File: src/rtl/mem_master.sv
// Load/store bridge between a core request port and a single-ported word memory.
// Define MEM_MASTER_SUBWORD_EN for byte/halfword support; otherwise sub-word requests are rejected.
module mem_master #(
  parameter int MEM_WORDS = 64
) (
  input  logic        clock,
  input  logic        reset,
  input  logic        req_valid,
  output logic        req_ready,
  input  logic        req_write,
  input  logic        req_type,
  input  logic [31:0] req_addr,
  input  logic [1:0]  req_size,
  input  logic        req_unsigned,
  input  logic [31:0] req_wdata,
  output logic        resp_valid,
  input  logic        resp_ready,
  output logic [31:0] resp_data,
  output logic        resp_error,
  output logic [31:0] mem_address,
  output logic [31:0] mem_input_data,
  output logic        mem_write,
  output logic        mem_read,
  output logic        mem_type,
  input  logic [31:0] mem_output_data
);

  typedef enum logic [2:0] {
    IDLE,
    READ,
    WRITE,
`ifdef MEM_MASTER_SUBWORD_EN
    RMW_READ,
    RMW_WRITE,
`endif
    RESP
  } state_t;

  state_t state, next_state;

  logic [29:0] idx_q;
  logic        type_q;
  logic [31:0] wdata_q;
  logic [31:0] resp_data_q;
  logic        resp_error_q;
  logic        req_error;
  logic [31:0] load_word;

`ifdef MEM_MASTER_SUBWORD_EN
  logic [1:0]  size_q;
  logic [1:0]  lane_q;
  logic        unsigned_q;
  logic [31:0] rmw_word_q;
  logic [31:0] store_word;
  logic [7:0]  byte_sel;
  logic [15:0] half_sel;
`else
  logic        unused_req_bits;
  assign unused_req_bits = req_unsigned;
`endif

  // Legality is judged on the live request so IDLE can route it on the accepting edge.
  always_comb begin
    req_error = ({2'b00, req_addr[31:2]} >= 32'(MEM_WORDS));
`ifdef MEM_MASTER_SUBWORD_EN
    case (req_size)
      2'd1:    if (req_addr[0]) req_error = 1'b1;
      2'd2:    if (req_addr[1:0] != 2'b00) req_error = 1'b1;
      2'd3:    req_error = 1'b1;
      default: ;
    endcase
`else
    if (req_size != 2'd2 || req_addr[1:0] != 2'b00) req_error = 1'b1;
`endif
  end

`ifdef MEM_MASTER_SUBWORD_EN
  always_comb begin
    byte_sel = mem_output_data[{lane_q, 3'b000} +: 8];
    half_sel = lane_q[1] ? mem_output_data[31:16] : mem_output_data[15:0];
    case (size_q)
      2'd0:    load_word = unsigned_q ? {24'b0, byte_sel} : {{24{byte_sel[7]}}, byte_sel};
      2'd1:    load_word = unsigned_q ? {16'b0, half_sel} : {{16{half_sel[15]}}, half_sel};
      default: load_word = mem_output_data;
    endcase
  end

  // Merge the store lane into the word captured during RMW_READ.
  always_comb begin
    store_word = rmw_word_q;
    case (size_q)
      2'd0: store_word[{lane_q, 3'b000} +: 8] = wdata_q[7:0];
      2'd1: begin
        if (lane_q[1]) store_word[31:16] = wdata_q[15:0];
        else           store_word[15:0]  = wdata_q[15:0];
      end
      default: store_word = wdata_q;
    endcase
  end
`else
  assign load_word = mem_output_data;
`endif

  always_ff @(posedge clock or posedge reset) begin
    if (reset) state <= IDLE;
    else       state <= next_state;
  end

  // Strobes are decoded from state alone so an asynchronous reset drops them at once.
  always_comb begin
    next_state     = state;
    req_ready      = 1'b0;
    resp_valid     = 1'b0;
    mem_read       = 1'b0;
    mem_write      = 1'b0;
    mem_address    = 32'b0;
    mem_input_data = 32'b0;
    mem_type       = 1'b0;
    case (state)
      IDLE: begin
        req_ready = 1'b1;
        if (req_valid) begin
          if (req_error)          next_state = RESP;
          else if (!req_write)    next_state = READ;
`ifdef MEM_MASTER_SUBWORD_EN
          else if (req_size != 2'd2) next_state = RMW_READ;
`endif
          else                    next_state = WRITE;
        end
      end
      READ: begin
        mem_read    = 1'b1;
        mem_address = {2'b00, idx_q};
        mem_type    = type_q;
        next_state  = RESP;
      end
      WRITE: begin
        mem_write      = 1'b1;
        mem_address    = {2'b00, idx_q};
        mem_type       = type_q;
        mem_input_data = wdata_q;
        next_state     = RESP;
      end
`ifdef MEM_MASTER_SUBWORD_EN
      RMW_READ: begin
        mem_read    = 1'b1;
        mem_address = {2'b00, idx_q};
        mem_type    = type_q;
        next_state  = RMW_WRITE;
      end
      RMW_WRITE: begin
        mem_write      = 1'b1;
        mem_address    = {2'b00, idx_q};
        mem_type       = type_q;
        mem_input_data = store_word;
        next_state     = RESP;
      end
`endif
      RESP: begin
        resp_valid = 1'b1;
        if (resp_ready) next_state = IDLE;
      end
      default: next_state = IDLE;
    endcase
  end

  always_ff @(posedge clock or posedge reset) begin
    if (reset) begin
      idx_q        <= '0;
      type_q       <= 1'b0;
      wdata_q      <= '0;
      resp_data_q  <= '0;
      resp_error_q <= 1'b0;
`ifdef MEM_MASTER_SUBWORD_EN
      size_q       <= '0;
      lane_q       <= '0;
      unsigned_q   <= 1'b0;
      rmw_word_q   <= '0;
`endif
    end else begin
      case (state)
        IDLE: begin
          if (req_valid) begin
            idx_q        <= req_addr[31:2];
            type_q       <= req_type;
            wdata_q      <= req_wdata;
            resp_data_q  <= '0;
            resp_error_q <= req_error;
`ifdef MEM_MASTER_SUBWORD_EN
            size_q       <= req_size;
            lane_q       <= req_addr[1:0];
            unsigned_q   <= req_unsigned;
`endif
          end
        end
        READ: resp_data_q <= load_word;
`ifdef MEM_MASTER_SUBWORD_EN
        RMW_READ: rmw_word_q <= mem_output_data;
`endif
        RESP: begin
          if (resp_ready) begin
            resp_data_q  <= '0;
            resp_error_q <= 1'b0;
          end
        end
        default: ;
      endcase
    end
  end

  assign resp_data  = resp_data_q;
  assign resp_error = resp_error_q;

endmodule

File: config.mk
export PLATFORM = sky130hd
export DESIGN_NAME = mem_master
export DESIGN_NICKNAME = d
export VERILOG_FILES = /design/src/rtl/mem_master.sv
export SDC_FILE = /design/constraint.sdc
export NUM_CORES = 1
export LEC_CHECK = 0
export CELL_PAD_IN_SITES_DETAIL_PLACEMENT = 1
export CELL_PAD_IN_SITES_GLOBAL_PLACEMENT = 1
export CORE_MARGIN = 2
export CORE_UTILIZATION = 23
export DETAILED_ROUTE_END_ITERATION = 16
export GPL_TIMING_DRIVEN = 0
export HOLD_SLACK_MARGIN = 0.08
export PLACE_DENSITY = 0.69
export SYNTH_ARGS = -nofsm -noshare
export SYNTH_HDL_FRONTEND = slang
export SYNTH_SLANG_ARGS = --single-unit
File: constraint.sdc
create_clock -name clock -period 4.11 [get_ports clock]
set_input_delay 0.6165 -clock clock [delete_from_list [all_inputs] [get_ports clock]]
set_output_delay 0.6165 -clock clock [all_outputs]
set_load 0.005 [all_outputs]
After elaboration in Yosys (flattened, before gate mapping)

Cells that the tools add are included.

Register bits: 99
Latch bits: 0
RAM bits: 0
Memory bits (read-only): 0
Input port bits: 105
Word-level logic and storage cells: 42
Memories: 0

$add $sub $neg: 0
$mul: 0
Div/mod/pow operators: 0
$lt $le $gt $ge: 1
Eq/ne operators: 6
Shifts and indexed selects: 0
Multiplexer cells: 19
Bitwise operators: 0
Reductions and logical operators: 10

Operators with widths:

| kind                                                                   | number |
|---|---|
| 32-bit 2-to-1 mux                                                      | 3 |
| 32-bit case mux with 3 select lines                                    | 1 |
| 30-bit by 7-bit >= comparator with 1-bit output, second input constant | 1 |
| 30-bit 2-to-1 mux                                                      | 1 |
| 3-bit case mux with 3 select lines                                     | 1 |
| 1-bit 2-to-1 mux                                                       | 8 |
| 3-bit by 2-bit == test with 1-bit output, second input constant        | 2 |
| 3-bit 2-to-1 mux                                                       | 2 |
| 2-bit inequality test, second input constant                           | 3 |
| 3-bit AND reduction                                                    | 2 |
| 2-bit 2-to-1 mux                                                       | 2 |
| 2-bit AND reduction                                                    | 2 |
| 2-bit nonzero test                                                     | 2 |
| 3-bit by 1-bit == test with 1-bit output, second input constant        | 1 |
| 3-bit zero test                                                        | 1 |
| 3-bit nonzero test                                                     | 1 |
| 1-bit case mux with 2 select lines                                     | 1 |
| 2-bit OR reduction                                                     | 1 |
| 1-bit logical OR                                                       | 1 |

Depth between registers and ports, before layout

Depth after elaboration: 6
Gate-level depth with buffers: 8

Least setup slack after synthesis

OpenSTA, ideal clock, no wires.

Path kind: flip-flop to output port
Start point: register state[0]
End point: output port mem_address[10]
Arrival: 1.191 ns
Required time: 3.493 ns
Slack: 2.302 ns
Cell stages (with the launch flop): 5
Path through: dfrtp_1 inv_1 ha_1 clkbuf_1 and2_1

Longest elaborated chain between the ends: 3

Ends and longest elaborated chain:

| element                                                                                              | line | source |
|---|---|---|
| start: declaration                                                                                   | 39   | `state_t state, next_state;` |
| start signal: assignment                                                                             | 106  | `else state <= next_state;` |
| 3-bit by 2-bit == test with 1-bit output or 3-bit by 1-bit == test with 1-bit output (tied branches) | 119  | `case (state)` |
| 2-bit OR reduction (no line) (*)                                                                     | -    |  |
| 30-bit 2-to-1 mux (*)                                                                                | 119  |  |
| end: declaration                                                                                     | 20   | `output logic [31:0] mem_address,` |

Mark *: on every way between the ends. The rest lies on a longest branch, timed or not.

Worst setup path after layout

Start point: register state[0]
End point: output port mem_address[19]

The elaborated chain is that of the path after synthesis.

==> summary by stage <==
Synthesis
Among all flip-flop cells after synthesis, the most frequent one is sky130_fd_sc_hd__dfrtp_1. The number of enable flip-flop cells after synthesis is 0. The synthesized design contains 98 register bits. The average instance in the mapped netlist occupies 11.8 um^2. Counting every instance in the synthesized netlist gives 383. The synthesized netlist occupies a cell area of 0.00453 mm^2. The proportion of synthesized chip area in sequential cells is 54.1%. The number of distinct library cells after synthesis is 27. In the synthesized netlist the async set-or-reset flop fraction comes to 100%. During synthesis, Yosys emitted a total of 0 warnings.

Critical path
The arrival time reported for the critical path endpoint is 2.42 ns. The largest single stage delay on the critical path is 0.52 ns. The kind of cell with the highest combined delay on the critical path is buffers and inverters.

The worst setup path is of the flip-flop to output pin kind. The worst endpoint required time is 3.49 ns. The worst setup path is launched from a flip-flop. In this run the worst path has a maximum fanout of 10. The logic depth of the worst setup path including buffers is 5. The endpoint kind of the worst setup timing path is an output pin. The worst register-to-register path has a depth of 6.

The slowest stage of the critical path belongs to the cell sky130_fd_sc_hd__ha_1. Traced cell by cell, the critical path runs through inv_1 > ha_1 > clkbuf_1 > and2_1 > clkdlybuf4s50_1. The critical path contains buffers and inverters numbering 3 combined.

Clock tree
CTS placed an instance of sky130_fd_sc_hd__clkbuf_16 at the clock tree root. The number of clock sinks seen by CTS is 98. The later pin in the worst-skew pair is clocked with a latency of 0.34 ns. Clock-pin slew was measured on the worst setup and hold paths at 0.07 ns. The total of cells resized after clock tree synthesis is 0.

TritonCTS built the clock tree. In this run the post-CTS setup repair buffer count came out at 0. The clock passes through at most 2 buffers. The H-tree was split into 3 levels. The hold buffer count at CTS is 0. Counting the buffers created by CTS gives 9.

Placed design
Routability-driven placement finished with a final weighted congestion of 0.777. The number of placed cells counting well taps is 853. Once detailed placement completed, the half-perimeter wirelength came to 10900 um. The count of input and output buffers is 203.

Global routing
The initial antenna violation count came to 0. The overall fraction of global-route tracks in use is 13.9%. The via count of the first global-routing pass is 4201. Entering global routing, the biggest net connects 51 pins. The total overflow left after global routing is 0. The first-pass GRT wire length is 22300 um.

Hold path
The worst hold path belongs to the class flip-flop to flip-flop. The count of cells along the worst hold path is 2.

Die
The die outline width is 144 um. For this configuration, the core starts out at a cell density of 23.4%. From bottom edge to top edge, the die measures 144 um.

Pin placement for this block handled 207 I/O pins. After floorplanning, the core was sized to cover 0.0194 mm^2. The die footprint is 0.0208 mm^2.

The cell row count is 51.

Pwr
Net switching is 31.9% of the power. The proportion of power drawn by the clock network is 16.9%. The worst-case IR drop observed on VDD is 284 uV.

The part of the total power dissipated in combinational logic is 52.0%. For this design the static power due to leakage is 3.12 nW. The relative contribution of sequential cells to total power is 31.0%. The net switching power is 1.74 mW. The internal power contribution is 3.71 mW.

In this run the power density over the cells is 751 mW/mm^2.

STA
Setup violations remaining at the end of the flow were counted as 0. For the finished layout, the period the worst path requires is 3.03 ns. Setup repair after global routing left no endpoint under its margin. The setup TNS after final layout is 0 ns. For the pin with the worst max-slew slack, the measured transition is 0.690 ns. The clock skew after layout is 0.00467 ns. The maximum frequency from static timing analysis is 0.330 GHz.

The post-route clock period utilization is 73.8%. Final hold analysis gives a worst-case slack of 0.486 ns. Measured against its own limit, the worst slew margin works out to 54.0%. The number of pins exceeding their max-slew limit in the final report came to 0. The final hold violation count came to 0.

Layout
The number of cells in the finished layout apart from fillers is 869. For this run, the post-layout net count is 708. The combined flip-flop and latch cell area is 0.00245 mm^2. Summing all multi-input logic gate instances after layout gives 0.00191 mm^2.

The antenna cell count is 0. The count of filler cells inserted in the layout is 2158. The area overhead of the layout relative to synthesis is 60.0%. Leaving out fill and tap cells, the most frequent cell in the layout is sky130_fd_sc_hd__clkdlybuf4s50_1. The library cells used most frequently in the layout, excluding fill and tap cells, are sky130_fd_sc_hd__clkdlybuf4s50_1 (203), sky130_fd_sc_hd__dfrtp_1 (98), sky130_fd_sc_hd__nand2_1 (70), sky130_fd_sc_hd__and2_1 (63), sky130_fd_sc_hd__mux2_4 (48). The proportion of layout cells with a drive suffix above 1 is 16.1%.

Routing
The post-detailed-route DRC marker count is 0. The first-pass iteration count of the detailed router is 4. The violation count after the first detailed-routing iteration is 95. The final route contains 3650 vias.

In the routed layout, each cell is associated on average with a via count of 4.20. The post-detailed-route wirelength per cell is 16.4 um. The remaining antenna violation count after routing is 0. The total wire length after detailed routing is 14300 um.

Flow run
The tool flagged a number of max-cap violations equal to 0.

Status
The run finished with clean final reports.
==> metal layers <==
metal / vias up / routed length [um] / track usage [%]
met5: - / 0 / 0
met4: 0 / 172 / 3.93
met3: 11 / 1130 / 5.26
met2: 120 / 7070 / 23.6
met1: 1825 / 5910 / 16.4
li1: 1694 / - / -
==> power by group through the flow <==
stage               Combinational [mW]  Sequential, mW  Clock, mW
floorplan                         1.41            1.63          0
global placement                  2.80            1.67          0
detailed placement                2.89            1.70          0
CTS                               2.91            1.69      0.958
global route                      3.11            1.75      0.991
finish                            2.83            1.69      0.922
==> Yosys cell counts, drive strengths merged, types with 2 or more instances <==
| cell type | number | share of area (%) |
|---|---|---|
| dfrtp | 98 | 54 |
| nand2 | 70 | 5.8 |
| and2 | 63 | 8.7 |
| mux2 | 63 | 20 |
| o21ai | 35 | 3.9 |
| buf | 15 | 2.6 |
| clkbuf | 9 | 0.75 |
| nor4 | 6 | 0.83 |
| inv | 5 | 0.41 |
| ha | 4 | 1.1 |
| nand2b | 2 | 0.28 |
| nor2 | 2 | 0.17 |
==> kinds of logic (layout without fill, tap and decap cells) <==
family,after synthesis,in the layout,synth area share [%]
AO/OA/AOI/OAI,41,41,5.00
adder cells (fa/ha/maj),4,4,1.10
buffers and inverters,29,249,3.75
flip-flops,98,98,54.1
multiplexers,63,63,19.6
other,1,2,0.0827
AND/OR/NAND/NOR,147,147,16.3
==> path summary, 6_finish.rpt <==
check	startpoint	end	slack (ns)
min	resp_data[28]	resp_data[28]	0.49
max	state[0]	mem_address[19]	1.08
max in group asynchronous	reset	wdata_q[25]	2.67
max reg2reg	state[0]	resp_data[7]	2.16
min reg2reg	resp_data[28]	resp_data[28]	0.49
min in group asynchronous	reset	idx_q[5]	0.75
==> worst min-delay path: cells and delay by family, from the launching register on <==
family	cells	cell delay [ns]
and+or+nand+nor	1	0.05
DFF	1	0.35
AOI/OAI and AO/OA	1	0.06
==> state kept, by name, indices dropped and copies added (netlist names) <==
name and count:
type_q 1, resp_data 32, wdata_q 32, resp_error 1
state 2, idx_q 30
==> cell type report <==
cell class	count	area share, %
Buffer	24	2.09
Clock buffer	11	3.35
Clock inverter	5	1.07
Inverter	5	0.293
Multi-Input combinational cell	257	26.4
Sequential cell	98	33.8
Tap cell	265	4.57
Timing Repair Buffer	204	28.4
==> metrics by stage <==
stage | power [mW] | area [um^2] | utilization [%] | setup slack [ns]
floorplan | 3.04 | 4540 | - | 0.931
global placement | 4.47 | 6900 | 35.6 | -0.630
detailed placement | 4.59 | 6930 | 35.7 | 1.42
CTS | 5.55 | 7250 | 37.4 | 1.03
global route | 5.85 | 7250 | 37.4 | 0.895
finish | 5.45 | 7250 | 37.4 | 1.08
Note: power is estimated with default switching activity, not from simulation.
